--- src/rtl/hub75_pkg.sv ---
// Shared definitions for the HUB75 receive monitor: FSM encoding and default geometry.
package hub75_pkg;

    localparam logic [0:0] ST_SHIFT = 1'b0;
    localparam logic [0:0] ST_LATCH = 1'b1;

    localparam int unsigned DEF_N_ROWS = 32;
    localparam int unsigned DEF_N_COLS = 64;
    localparam int unsigned LOG_N_ROWS = $clog2(DEF_N_ROWS);
    localparam int unsigned LOG_N_COLS = $clog2(DEF_N_COLS);

endpackage

--- src/rtl/hub75_rx_if.sv ---
// HUB75 pad bundle; the driver side is master, the receive monitor is slave.
interface hub75_rx_if #(
    parameter int unsigned N_BANKS = 2,
    parameter int unsigned N_ROWS  = 32,
    parameter int unsigned N_CHANS = 3
) ();

    logic [$clog2(N_ROWS)-1:0]  hub75_addr;
    logic [N_BANKS*N_CHANS-1:0] hub75_data;
    logic                       hub75_clk;
    logic                       hub75_le;
    logic                       hub75_blank;

    modport master (
        output hub75_addr, hub75_data, hub75_clk, hub75_le, hub75_blank
    );

    modport slave (
        input hub75_addr, hub75_data, hub75_clk, hub75_le, hub75_blank
    );

endinterface

--- src/rtl/hub75_rx_sync.sv ---
// 2-flop synchroniser plus history stage; q and the registered rise/fall
// strobes are mutually aligned, so data bits line up with their clock edge.
module hub75_rx_sync #(
    parameter int unsigned    W       = 1,
    parameter logic [W-1:0]   RST_VAL = '0
) (
    input  logic         clk,
    input  logic         rst,
    input  logic [W-1:0] d,
    output logic [W-1:0] q,
    output logic [W-1:0] rise,
    output logic [W-1:0] fall
);

    logic [W-1:0] s1_q, s1_d;
    logic [W-1:0] s2_q, s2_d;
    logic [W-1:0] hist_q, hist_d;
    logic [W-1:0] rise_q, rise_d;
    logic [W-1:0] fall_q, fall_d;

    always_comb begin
        s1_d   = d;
        s2_d   = s1_q;
        hist_d = s2_q;
        rise_d = s2_q & ~hist_q;
        fall_d = ~s2_q & hist_q;
    end

    always_ff @(posedge clk or posedge rst) begin
        if (rst) begin
            s1_q   <= RST_VAL;
            s2_q   <= RST_VAL;
            hist_q <= RST_VAL;
            rise_q <= '0;
            fall_q <= '0;
        end else begin
            s1_q   <= s1_d;
            s2_q   <= s2_d;
            hist_q <= hist_d;
            rise_q <= rise_d;
            fall_q <= fall_d;
        end
    end

    assign q    = hist_q;
    assign rise = rise_q;
    assign fall = fall_q;

endmodule

--- src/rtl/hub75_rx.sv ---
// HUB75 receive monitor: rebuilds shifted columns into line-buffer writes and
// reports per-latch row, column count and blank-low time.
module hub75_rx
    import hub75_pkg::*;
#(
    parameter int unsigned N_BANKS = 2,
    parameter int unsigned N_ROWS  = 2 ** LOG_N_ROWS,
    parameter int unsigned N_COLS  = 2 ** LOG_N_COLS,
    parameter int unsigned N_CHANS = 3,
    parameter int unsigned CNT_W   = 16
) (
    input  logic                         clk,
    input  logic                         rst,
    hub75_rx_if.slave                    hub75,
    output logic [$clog2(N_COLS)-1:0]    cap_col_addr,
    output logic [N_BANKS*N_CHANS-1:0]   cap_data,
    output logic                         cap_wren,
    output logic                         lat_valid,
    output logic [$clog2(N_ROWS)-1:0]    lat_row,
    output logic [$clog2(N_COLS):0]      lat_ncols,
    output logic                         lat_ok,
    output logic [CNT_W-1:0]             lat_on_len,
    output logic                         err_overrun,
    output logic                         err_clk_in_le,
    input  logic                         err_clr
);

    localparam int unsigned AW      = $clog2(N_ROWS);
    localparam int unsigned CW      = $clog2(N_COLS);
    localparam int unsigned DW      = N_BANKS * N_CHANS;
    localparam int unsigned B_CLK   = AW + DW;
    localparam int unsigned B_LE    = AW + DW + 1;
    localparam int unsigned B_BLANK = AW + DW + 2;
    localparam int unsigned PW      = AW + DW + 3;

    localparam logic [CW:0]   COL_FULL = (CW + 1)'(N_COLS);
    localparam logic [CW:0]   COL_SAT  = (CW + 1)'(N_COLS + 1);
    localparam logic [CW-1:0] COL_LAST = CW'(N_COLS - 1);
    // blank resets high so the pipeline does not count phantom on-time after reset
    localparam logic [PW-1:0] PAD_RST  = {1'b1, {(PW - 1){1'b0}}};

    logic [PW-1:0] pad_raw, pad_q, pad_rise, pad_fall;

    assign pad_raw = {hub75.hub75_blank, hub75.hub75_le, hub75.hub75_clk,
                      hub75.hub75_data, hub75.hub75_addr};

    hub75_rx_sync #(
        .W       (PW),
        .RST_VAL (PAD_RST)
    ) u_sync (
        .clk  (clk),
        .rst  (rst),
        .d    (pad_raw),
        .q    (pad_q),
        .rise (pad_rise),
        .fall (pad_fall)
    );

    logic [AW-1:0] s_addr;
    logic [DW-1:0] s_data;
    logic          sclk_rise, le_rise, le_fall, blank_on;
    logic          unused_pads;

    assign s_addr    = pad_q[AW-1:0];
    assign s_data    = pad_q[AW +: DW];
    assign sclk_rise = pad_rise[B_CLK];
    assign le_rise   = pad_rise[B_LE];
    assign le_fall   = pad_fall[B_LE];
    assign blank_on  = ~pad_q[B_BLANK];
    assign unused_pads = ^{pad_q[B_LE:B_CLK], pad_rise[B_CLK-1:0], pad_rise[B_BLANK],
                           pad_fall[B_LE-1:0], pad_fall[B_BLANK]};

    logic [0:0]       state_q, state_d;
    logic [CW:0]      col_cnt_q, col_cnt_d;
    logic [CNT_W-1:0] on_cnt_q, on_cnt_d;
    logic             per_err_q, per_err_d;
    logic [CW-1:0]    cap_col_addr_q, cap_col_addr_d;
    logic [DW-1:0]    cap_data_q, cap_data_d;
    logic             cap_wren_q, cap_wren_d;
    logic             lat_valid_q, lat_valid_d;
    logic [AW-1:0]    lat_row_q, lat_row_d;
    logic [CW:0]      lat_ncols_q, lat_ncols_d;
    logic             lat_ok_q, lat_ok_d;
    logic [CNT_W-1:0] lat_on_len_q, lat_on_len_d;
    logic             err_overrun_q, err_overrun_d;
    logic             err_clk_in_le_q, err_clk_in_le_d;

    logic latch_now, set_ovr, set_cle;

    always_comb begin
        state_d        = state_q;
        col_cnt_d      = col_cnt_q;
        on_cnt_d       = on_cnt_q;
        per_err_d      = per_err_q;
        cap_col_addr_d = cap_col_addr_q;
        cap_data_d     = cap_data_q;
        cap_wren_d     = 1'b0;
        lat_valid_d    = 1'b0;
        lat_row_d      = lat_row_q;
        lat_ncols_d    = lat_ncols_q;
        lat_ok_d       = lat_ok_q;
        lat_on_len_d   = lat_on_len_q;
        set_ovr        = 1'b0;
        set_cle        = 1'b0;
        latch_now      = le_rise && (state_q == ST_SHIFT);

        if (blank_on && (on_cnt_q != '1)) begin
            on_cnt_d = on_cnt_q + CNT_W'(1);
        end

        if (latch_now) begin
            lat_valid_d  = 1'b1;
            lat_row_d    = s_addr;
            lat_ncols_d  = col_cnt_q;
            lat_ok_d     = (col_cnt_q == COL_FULL) && !per_err_q;
            lat_on_len_d = on_cnt_q;
            col_cnt_d    = '0;
            on_cnt_d     = blank_on ? CNT_W'(1) : '0;
            per_err_d    = 1'b0;
            state_d      = ST_LATCH;
        end else if (le_fall && (state_q == ST_LATCH)) begin
            state_d = ST_SHIFT;
        end

        // a shift edge coinciding with the latch belongs to the new latch period
        if (sclk_rise) begin
            if (latch_now || (state_q == ST_LATCH)) begin
                set_cle   = 1'b1;
                per_err_d = 1'b1;
            end else if (col_cnt_q >= COL_FULL) begin
                set_ovr   = 1'b1;
                per_err_d = 1'b1;
                if (col_cnt_q != COL_SAT) begin
                    col_cnt_d = col_cnt_q + (CW + 1)'(1);
                end
            end else begin
                cap_wren_d     = 1'b1;
                cap_data_d     = s_data;
                cap_col_addr_d = COL_LAST - col_cnt_q[CW-1:0];
                col_cnt_d      = col_cnt_q + (CW + 1)'(1);
            end
        end

        err_overrun_d   = err_clr ? 1'b0 : (err_overrun_q | set_ovr);
        err_clk_in_le_d = err_clr ? 1'b0 : (err_clk_in_le_q | set_cle);
    end

    always_ff @(posedge clk or posedge rst) begin
        if (rst) begin
            state_q         <= ST_SHIFT;
            col_cnt_q       <= '0;
            on_cnt_q        <= '0;
            per_err_q       <= 1'b0;
            cap_col_addr_q  <= '0;
            cap_data_q      <= '0;
            cap_wren_q      <= 1'b0;
            lat_valid_q     <= 1'b0;
            lat_row_q       <= '0;
            lat_ncols_q     <= '0;
            lat_ok_q        <= 1'b0;
            lat_on_len_q    <= '0;
            err_overrun_q   <= 1'b0;
            err_clk_in_le_q <= 1'b0;
        end else begin
            state_q         <= state_d;
            col_cnt_q       <= col_cnt_d;
            on_cnt_q        <= on_cnt_d;
            per_err_q       <= per_err_d;
            cap_col_addr_q  <= cap_col_addr_d;
            cap_data_q      <= cap_data_d;
            cap_wren_q      <= cap_wren_d;
            lat_valid_q     <= lat_valid_d;
            lat_row_q       <= lat_row_d;
            lat_ncols_q     <= lat_ncols_d;
            lat_ok_q        <= lat_ok_d;
            lat_on_len_q    <= lat_on_len_d;
            err_overrun_q   <= err_overrun_d;
            err_clk_in_le_q <= err_clk_in_le_d;
        end
    end

    assign cap_col_addr  = cap_col_addr_q;
    assign cap_data      = cap_data_q;
    assign cap_wren      = cap_wren_q;
    assign lat_valid     = lat_valid_q;
    assign lat_row       = lat_row_q;
    assign lat_ncols     = lat_ncols_q;
    assign lat_ok        = lat_ok_q;
    assign lat_on_len    = lat_on_len_q;
    assign err_overrun   = err_overrun_q;
    assign err_clk_in_le = err_clk_in_le_q;

endmodule

--- src/flat_wrapper.sv ---
// flat-port wrapper written by rule: the top's interface ports become plain ports
module hub75_rx_flat import hub75_pkg::*;
#(
    parameter int unsigned N_BANKS = 2,
    parameter int unsigned N_ROWS  = 2 ** LOG_N_ROWS,
    parameter int unsigned N_COLS  = 2 ** LOG_N_COLS,
    parameter int unsigned N_CHANS = 3,
    parameter int unsigned CNT_W   = 16
)
  (clk, rst, cap_col_addr, cap_data, cap_wren, lat_valid, lat_row, lat_ncols, lat_ok, lat_on_len, err_overrun, err_clk_in_le, err_clr, hub75_hub75_addr, hub75_hub75_data, hub75_hub75_clk, hub75_hub75_le, hub75_hub75_blank);
  hub75_rx_if #(.N_BANKS(N_BANKS), .N_ROWS(N_ROWS), .N_CHANS(N_CHANS)) hub75_i ();
  input  logic clk;
  input  logic rst;
  output logic [$clog2(N_COLS)-1:0] cap_col_addr;
  output logic [N_BANKS*N_CHANS-1:0] cap_data;
  output logic cap_wren;
  output logic lat_valid;
  output logic [$clog2(N_ROWS)-1:0] lat_row;
  output logic [$clog2(N_COLS):0] lat_ncols;
  output logic lat_ok;
  output logic [CNT_W-1:0] lat_on_len;
  output logic err_overrun;
  output logic err_clk_in_le;
  input  logic err_clr;
  input wire logic [$bits(hub75_i.hub75_addr)-1:0] hub75_hub75_addr;
  input wire logic [$bits(hub75_i.hub75_data)-1:0] hub75_hub75_data;
  input wire logic [$bits(hub75_i.hub75_clk)-1:0] hub75_hub75_clk;
  input wire logic [$bits(hub75_i.hub75_le)-1:0] hub75_hub75_le;
  input wire logic [$bits(hub75_i.hub75_blank)-1:0] hub75_hub75_blank;
  assign hub75_i.hub75_addr = hub75_hub75_addr;
  assign hub75_i.hub75_data = hub75_hub75_data;
  assign hub75_i.hub75_clk = hub75_hub75_clk;
  assign hub75_i.hub75_le = hub75_hub75_le;
  assign hub75_i.hub75_blank = hub75_hub75_blank;
  hub75_rx #(.N_BANKS(N_BANKS), .N_ROWS(N_ROWS), .N_COLS(N_COLS), .N_CHANS(N_CHANS), .CNT_W(CNT_W)) u_core (.clk(clk), .rst(rst), .hub75(hub75_i), .cap_col_addr(cap_col_addr), .cap_data(cap_data), .cap_wren(cap_wren), .lat_valid(lat_valid), .lat_row(lat_row), .lat_ncols(lat_ncols), .lat_ok(lat_ok), .lat_on_len(lat_on_len), .err_overrun(err_overrun), .err_clk_in_le(err_clk_in_le), .err_clr(err_clr));
endmodule
--- config.mk ---
export PLATFORM = sky130hd
export DESIGN_NAME = hub75_rx_flat
export DESIGN_NICKNAME = d
export VERILOG_FILES = /design/src/rtl/hub75_pkg.sv /design/src/rtl/hub75_rx_if.sv /design/src/rtl/hub75_rx_sync.sv /design/src/rtl/hub75_rx.sv /design/src/flat_wrapper.sv
export SDC_FILE = /design/constraint.sdc
export NUM_CORES = 1
export LEC_CHECK = 0
export ABC_AREA = 1
export BUFFER_PORTS_ARGS = -buffer_cell sky130_fd_sc_hd__buf_2
export CAP_MARGIN = 40
export CELL_PAD_IN_SITES_DETAIL_PLACEMENT = 0
export CELL_PAD_IN_SITES_GLOBAL_PLACEMENT = 1
export CORE_ASPECT_RATIO = 0.5
export CORE_UTILIZATION = 35
export DETAILED_ROUTE_END_ITERATION = 10
export GPL_ROUTABILITY_DRIVEN = 0
export GPL_TIMING_DRIVEN = 0
export PLACE_DENSITY = 0.7
export SLEW_MARGIN = 20
export SYNTH_ARGS = -nofsm -noshare
export SYNTH_HDL_FRONTEND = slang
export SYNTH_HIERARCHICAL = 1
export SYNTH_SLANG_ARGS = --single-unit
--- constraint.sdc ---
create_clock -name clk -period 3.2 [get_ports clk]
set_clock_uncertainty 0.1 [all_clocks]
set_input_delay 0.16 -clock clk [delete_from_list [all_inputs] [get_ports clk]]
set_output_delay 0.16 -clock clk [all_outputs]
set_load 0.03 [all_outputs]
# == Word level (Yosys, flattened, before mapping) ==
# Cells that the tools add are included.
# op_classes
bitwise,10
eq_ne,3
add_sub_neg,3
n_lt_le_gt_ge,1
mux,25
reduce_logical,9
# op_table
operator,n
two-way mux 7 bit,5
two-way mux 16 bit,2
bitwise AND 13 bit,2
inverter 13 bit,2
two-way mux 1 bit,18
adder 16 x 1 -> 16 bit (second input constant),1
!= test 16 bit (second input constant),1
adder 7 x 1 -> 7 bit (second input constant),1
equality test 7 bit (second input constant),1
>= comparator 7 bit (second input constant),1
!= test 7 bit (second input constant),1
subtractor 6 bit (first input constant),1
logical AND 1 bit,4
inverter 1 bit,4
nonzero test 2 bit,2
AND reduction 3 bit,1
OR 1 bit,2
logical NOT 1 bit,1
logical OR 1 bit,1
# totals
inputBits,17
out_inout_bits,45
reg_bits,138
word_cells,70

# == Longest topological paths before layout ==
# depth
ltp_word,7
mapped_depth,10
depth_no_buf,9

# == Cells and area by module ==
# The synthesis kept the hierarchy.
# modules_own_cells
module,n_inst,area_each_um2,seq_area_each_um2,cells_per_inst
hub75_rx,1,3171.8,1751.7,377
hub75_rx_sync,1,1969.4,1755.4,127

# == Worst setup path before layout ==
# No wires, ideal clock.
# synth_timing
path_kind,register to register
start,reg u_core.on_cnt_q[0]
end,reg u_core.on_cnt_q[0]
t_arrival_ns,1.437
path_buffers,1
period_less_slack_ns,1.656
setup_slack_ns,1.544
required_ns,2.981
setup_time_ns,0.119
stages_incl_launch_ff,11
cell_sequence,dfrtp_1 -> ha_1 -> nand2_2 -> nor2_4 -> nand2_2 -> nor2_4 -> o21ai_2 -> clkinv_2 -> buf_6 -> nand2_1 -> nand2_1
# synth_via
elab_chain_len,3
word_cells_on_any_way,6
cone_classes,1 x add/sub; 1 x eq/ne; 2 x mux; 2 x reduce/logical
# synth_rtl
element,line,rtl
start: declaration,hub75_rx.sv:75,"logic [CNT_W-1:0] on_cnt_q, on_cnt_d;"
start signal: assignment,hub75_rx.sv:167,on_cnt_q <= on_cnt_d;
adder 16 x 1 -> 16 bit / != test 16 bit (equally long branches),"hub75_rx.sv:108, hub75_rx.sv:107",
two-way mux 16 bit / logical AND 1 bit (equally long branches),hub75_rx.sv:107,if (blank_on && (on_cnt_q != '1)) begin
two-way mux 16 bit / nonzero test 2 bit (equally long branches),--,
# Parallel ways exist; a longest one is shown, timed or not. The select of a mux whose other input is x is not followed.
# A chain may end at the register's enable or synchronous reset.

# == Worst setup path after layout ==
# layout_timing
start,reg u_core.on_cnt_q[0]
end,reg u_core.on_cnt_q[14]
# The elaborated chain is that of the path after synthesis.

==> impl_metrics.tcl <==
set metrics [dict create \
    final_core_util_pct 47.4 \
    viasPerCell 4.42 \
    p_sw_share_pct 29.6 \
    synth_fp_nets 449 \
    fp.coreArea_mm2 0.0119 \
    initial_utilization_pct 36.2 \
    die_h_um 80.6 \
    clk_latency_ps 400 \
    fin_total_pwr_mw 4.35 \
    regToRegSetupSlack_ps 1220 \
    final_max_slew_viol_count 0 \
    h-tree-depth 4 \
    layout-drive-gt1-share_pct 23.0 \
    clock_path_buffers 2 \
    syn2layout_area_growth_pct 30.8 \
    seq_area_mm2 0.00288 \
    fmax_ghz 0.504 \
    p_per_area_mw_per_mm2 768 \
    grt_pass1_vias 3013 \
    grt_pass1_wl_um 15200 \
    p_clk_share_pct 45.3 \
    syn_area_per_cell_um2 10.1 \
    slowest_delay_ps 450 \
    r2r_cells 9 \
    grt.overflow.total 0 \
    io_pins 62 \
    required_ps 3390 \
    post_cts.repair.setup_buffers 0 \
    pwr-share-seq_pct 40.0 \
    critPathSlowestCell "dfrtp_1" \
    fin_area_mm2 0.00566 \
    mappedNetlistArea_mm2 0.00433 \
    hpwl_um 6080 \
    cts_tree "done" \
    n_fill_cell 1163 \
    routedWlPerCell_um 12.9 \
    rows 28 \
    total_leakage_power_nw 2.76 \
    synthCells 429 \
    crit_chain "ha_1, nand2_2, nor2_4, nand2_2, nor2_4, nor2_2, buf_2, nand4_1, nand2_1" \
    relSlewSlack_pct 61.1 \
    critical_path_buf_inv_count 1 \
    grt_max_degree 38 \
    routed_wl_um 9120 \
    tns_ps 0 \
    ir_worst_vdd_mv 0.335 \
    rr_startpoint "u_core/on_cnt_q[0]" \
    drtIter0Drc 117 \
    fin_cells 705 \
    antenna_found_initial 0 \
    dpl_cell_area_mm2 0.00488 \
    tightest_slew_ps 584 \
    cp.arrival_ps 2170 \
    maxCapViolCount 0 \
    cts_root_buffer "clkbuf_16" \
    dpl.cell_count 657 \
    cp_max_fo 10 \
    drc 0 \
    die_w_um 159 \
    endpoint_kind "flip-flop" \
    clk_pin_slew_ps 60 \
    cts_sinks 115 \
    yosys_warnings 6 \
    path_class "reg -> reg" \
    final_nets 547 \
    cts_buffers 17 \
    timing.final.crit_share_pct 62.0 \
    switchingPower_mw 1.29 \
    hold_violations 0 \
    min_period_ps 1980 \
    grtUsageTotal_pct 15.8 \
    dr.pass1.iters 5 \
    path_delay_family "simple AND/OR/NAND/NOR gates" \
    multiInputGateArea_mm2 0.00125 \
    hold_class "in -> async" \
    power_frac_comb_pct 14.7 \
    status "finished, final reports clean" \
    start_kind "flip-flop" \
    reg2reg_to "u_core/on_cnt_q[14]" \
    port_buffers 61 \
    dieArea_mm2 0.0128 \
    setup_viol 0 \
    grt_setup_unrepaired "false" \
    via_count 3113 \
    intPower_mw 3.06 \
    diodes 0 \
    ant_nets 0 \
]
==> worst max-delay path by stage <==
stage                            start                     end  cells past startpoint
global placement                   rst    u_core/lat_on_len[0]                      2
global route        u_core/on_cnt_q[0]     u_core/on_cnt_q[14]                      9
finish              u_core/on_cnt_q[0]     u_core/on_cnt_q[14]                      9
CTS                 u_core/on_cnt_q[0]      u_core/on_cnt_q[2]                      9
detailed placement  u_core/on_cnt_q[0]      u_core/on_cnt_q[2]                      9
floorplan                          rst  u_core/cap_col_addr[0]                      1
==> power groups by stage <==
stage	Sequential, mW	Clock (mW)	Combinational, mW
after global placement	1.76	0	0.616
after CTS	1.74	2.02	0.649
after detailed placement	1.77	0	0.630
after floorplan	1.95	0	0.229
final	1.74	1.97	0.638
after global routing	1.76	2.09	0.704
==> layout make-up <==
class,instances,share of cell area [%]
inverters,38,2.59
clock buffers,17,7.51
plain buffers,11,0.950
repair buffers,79,8.93
flip-flops and latches,115,50.9
well taps,165,3.65
multi-input cells,265,22.1
clock inverters,15,3.45
==> flip-flops by register name, indices dropped and copies added, names as in the netlist, 5 cells and up <==
name / count
u_core/lat_on_len: 16
u_core/on_cnt_q: 16
u_core/u_sync/hist_d: 14
u_core/u_sync/q: 14
u_core/u_sync/s1_q: 14
u_core/col_cnt_q: 7
u_core/lat_ncols: 7
u_core/cap_col_addr: 6
u_core/cap_data: 6
u_core/lat_row: 5
==> worst reg2reg max path, cell delays in order (launching register included) <==
cell	delay (ps)
dfrtp_1	450
ha_1	280
nand2_2	100
nor2_4	210
nand2_2	130
nor2_4	150
nor2_2	90
buf_2	210
nand4_1	100
nand2_1	70
==> metal layers <==
layer / vias up / GRT usage (%) / part of all wire (%)
li1: 1580 / - / -
met1: 1480 / 20.0 / 49
met2: 49 / 25.3 / 47
met3: 4 / 5.27 / 3.5
met4: 0 / 5.77 / 0.65
met5: - / 0 / 0
==> cells in the final DEF (no fill, tap or decap), types with 2 or more instances in the layout <==
| master | n |
|---|---|
| nand2_1 | 131 |
| inv_1 | 28 |
| nand2_2 | 2 |
| nand3_1 | 20 |
| nand4_1 | 18 |
| ha_1 | 3 |
| inv_6 | 6 |
| bufinv_16 | 3 |
| o21ai_0 | 35 |
| dfrtp_1 | 112 |
| buf_2 | 62 |
| o21ai_2 | 5 |
| inv_2 | 8 |
| inv_8 | 2 |
| nor2_1 | 32 |
| xor2_1 | 5 |
| clkinv_4 | 2 |
| o31ai_1 | 2 |
| dlygate4sd3_1 | 16 |
| clkbuf_1 | 8 |
| clkbuf_16 | 17 |
| a21oi_1 | 4 |
| nor2_4 | 5 |
| dfstp_2 | 3 |
| buf_12 | 2 |
| clkinv_2 | 2 |
==> stage by stage <==
| stage | setup slack (ps) | hold slack (ps) |
|---|---|---|
| floorplan | 1170 | 64.5 |
| global placement | 100 | 166 |
| detailed placement | 1260 | 39.2 |
| CTS | 1210 | 157 |
| global route | 1090 | 172 |
| finish | 1220 | 162 |
==> repair_timing <==
action / 4_1_cts / 5_1_grt
endpoints found under the hold margin: 97 / 0
resized for setup: 0 / 0
hold buffers: 16 / 0
No activity file was read; power rests on OpenSTA's default activity.
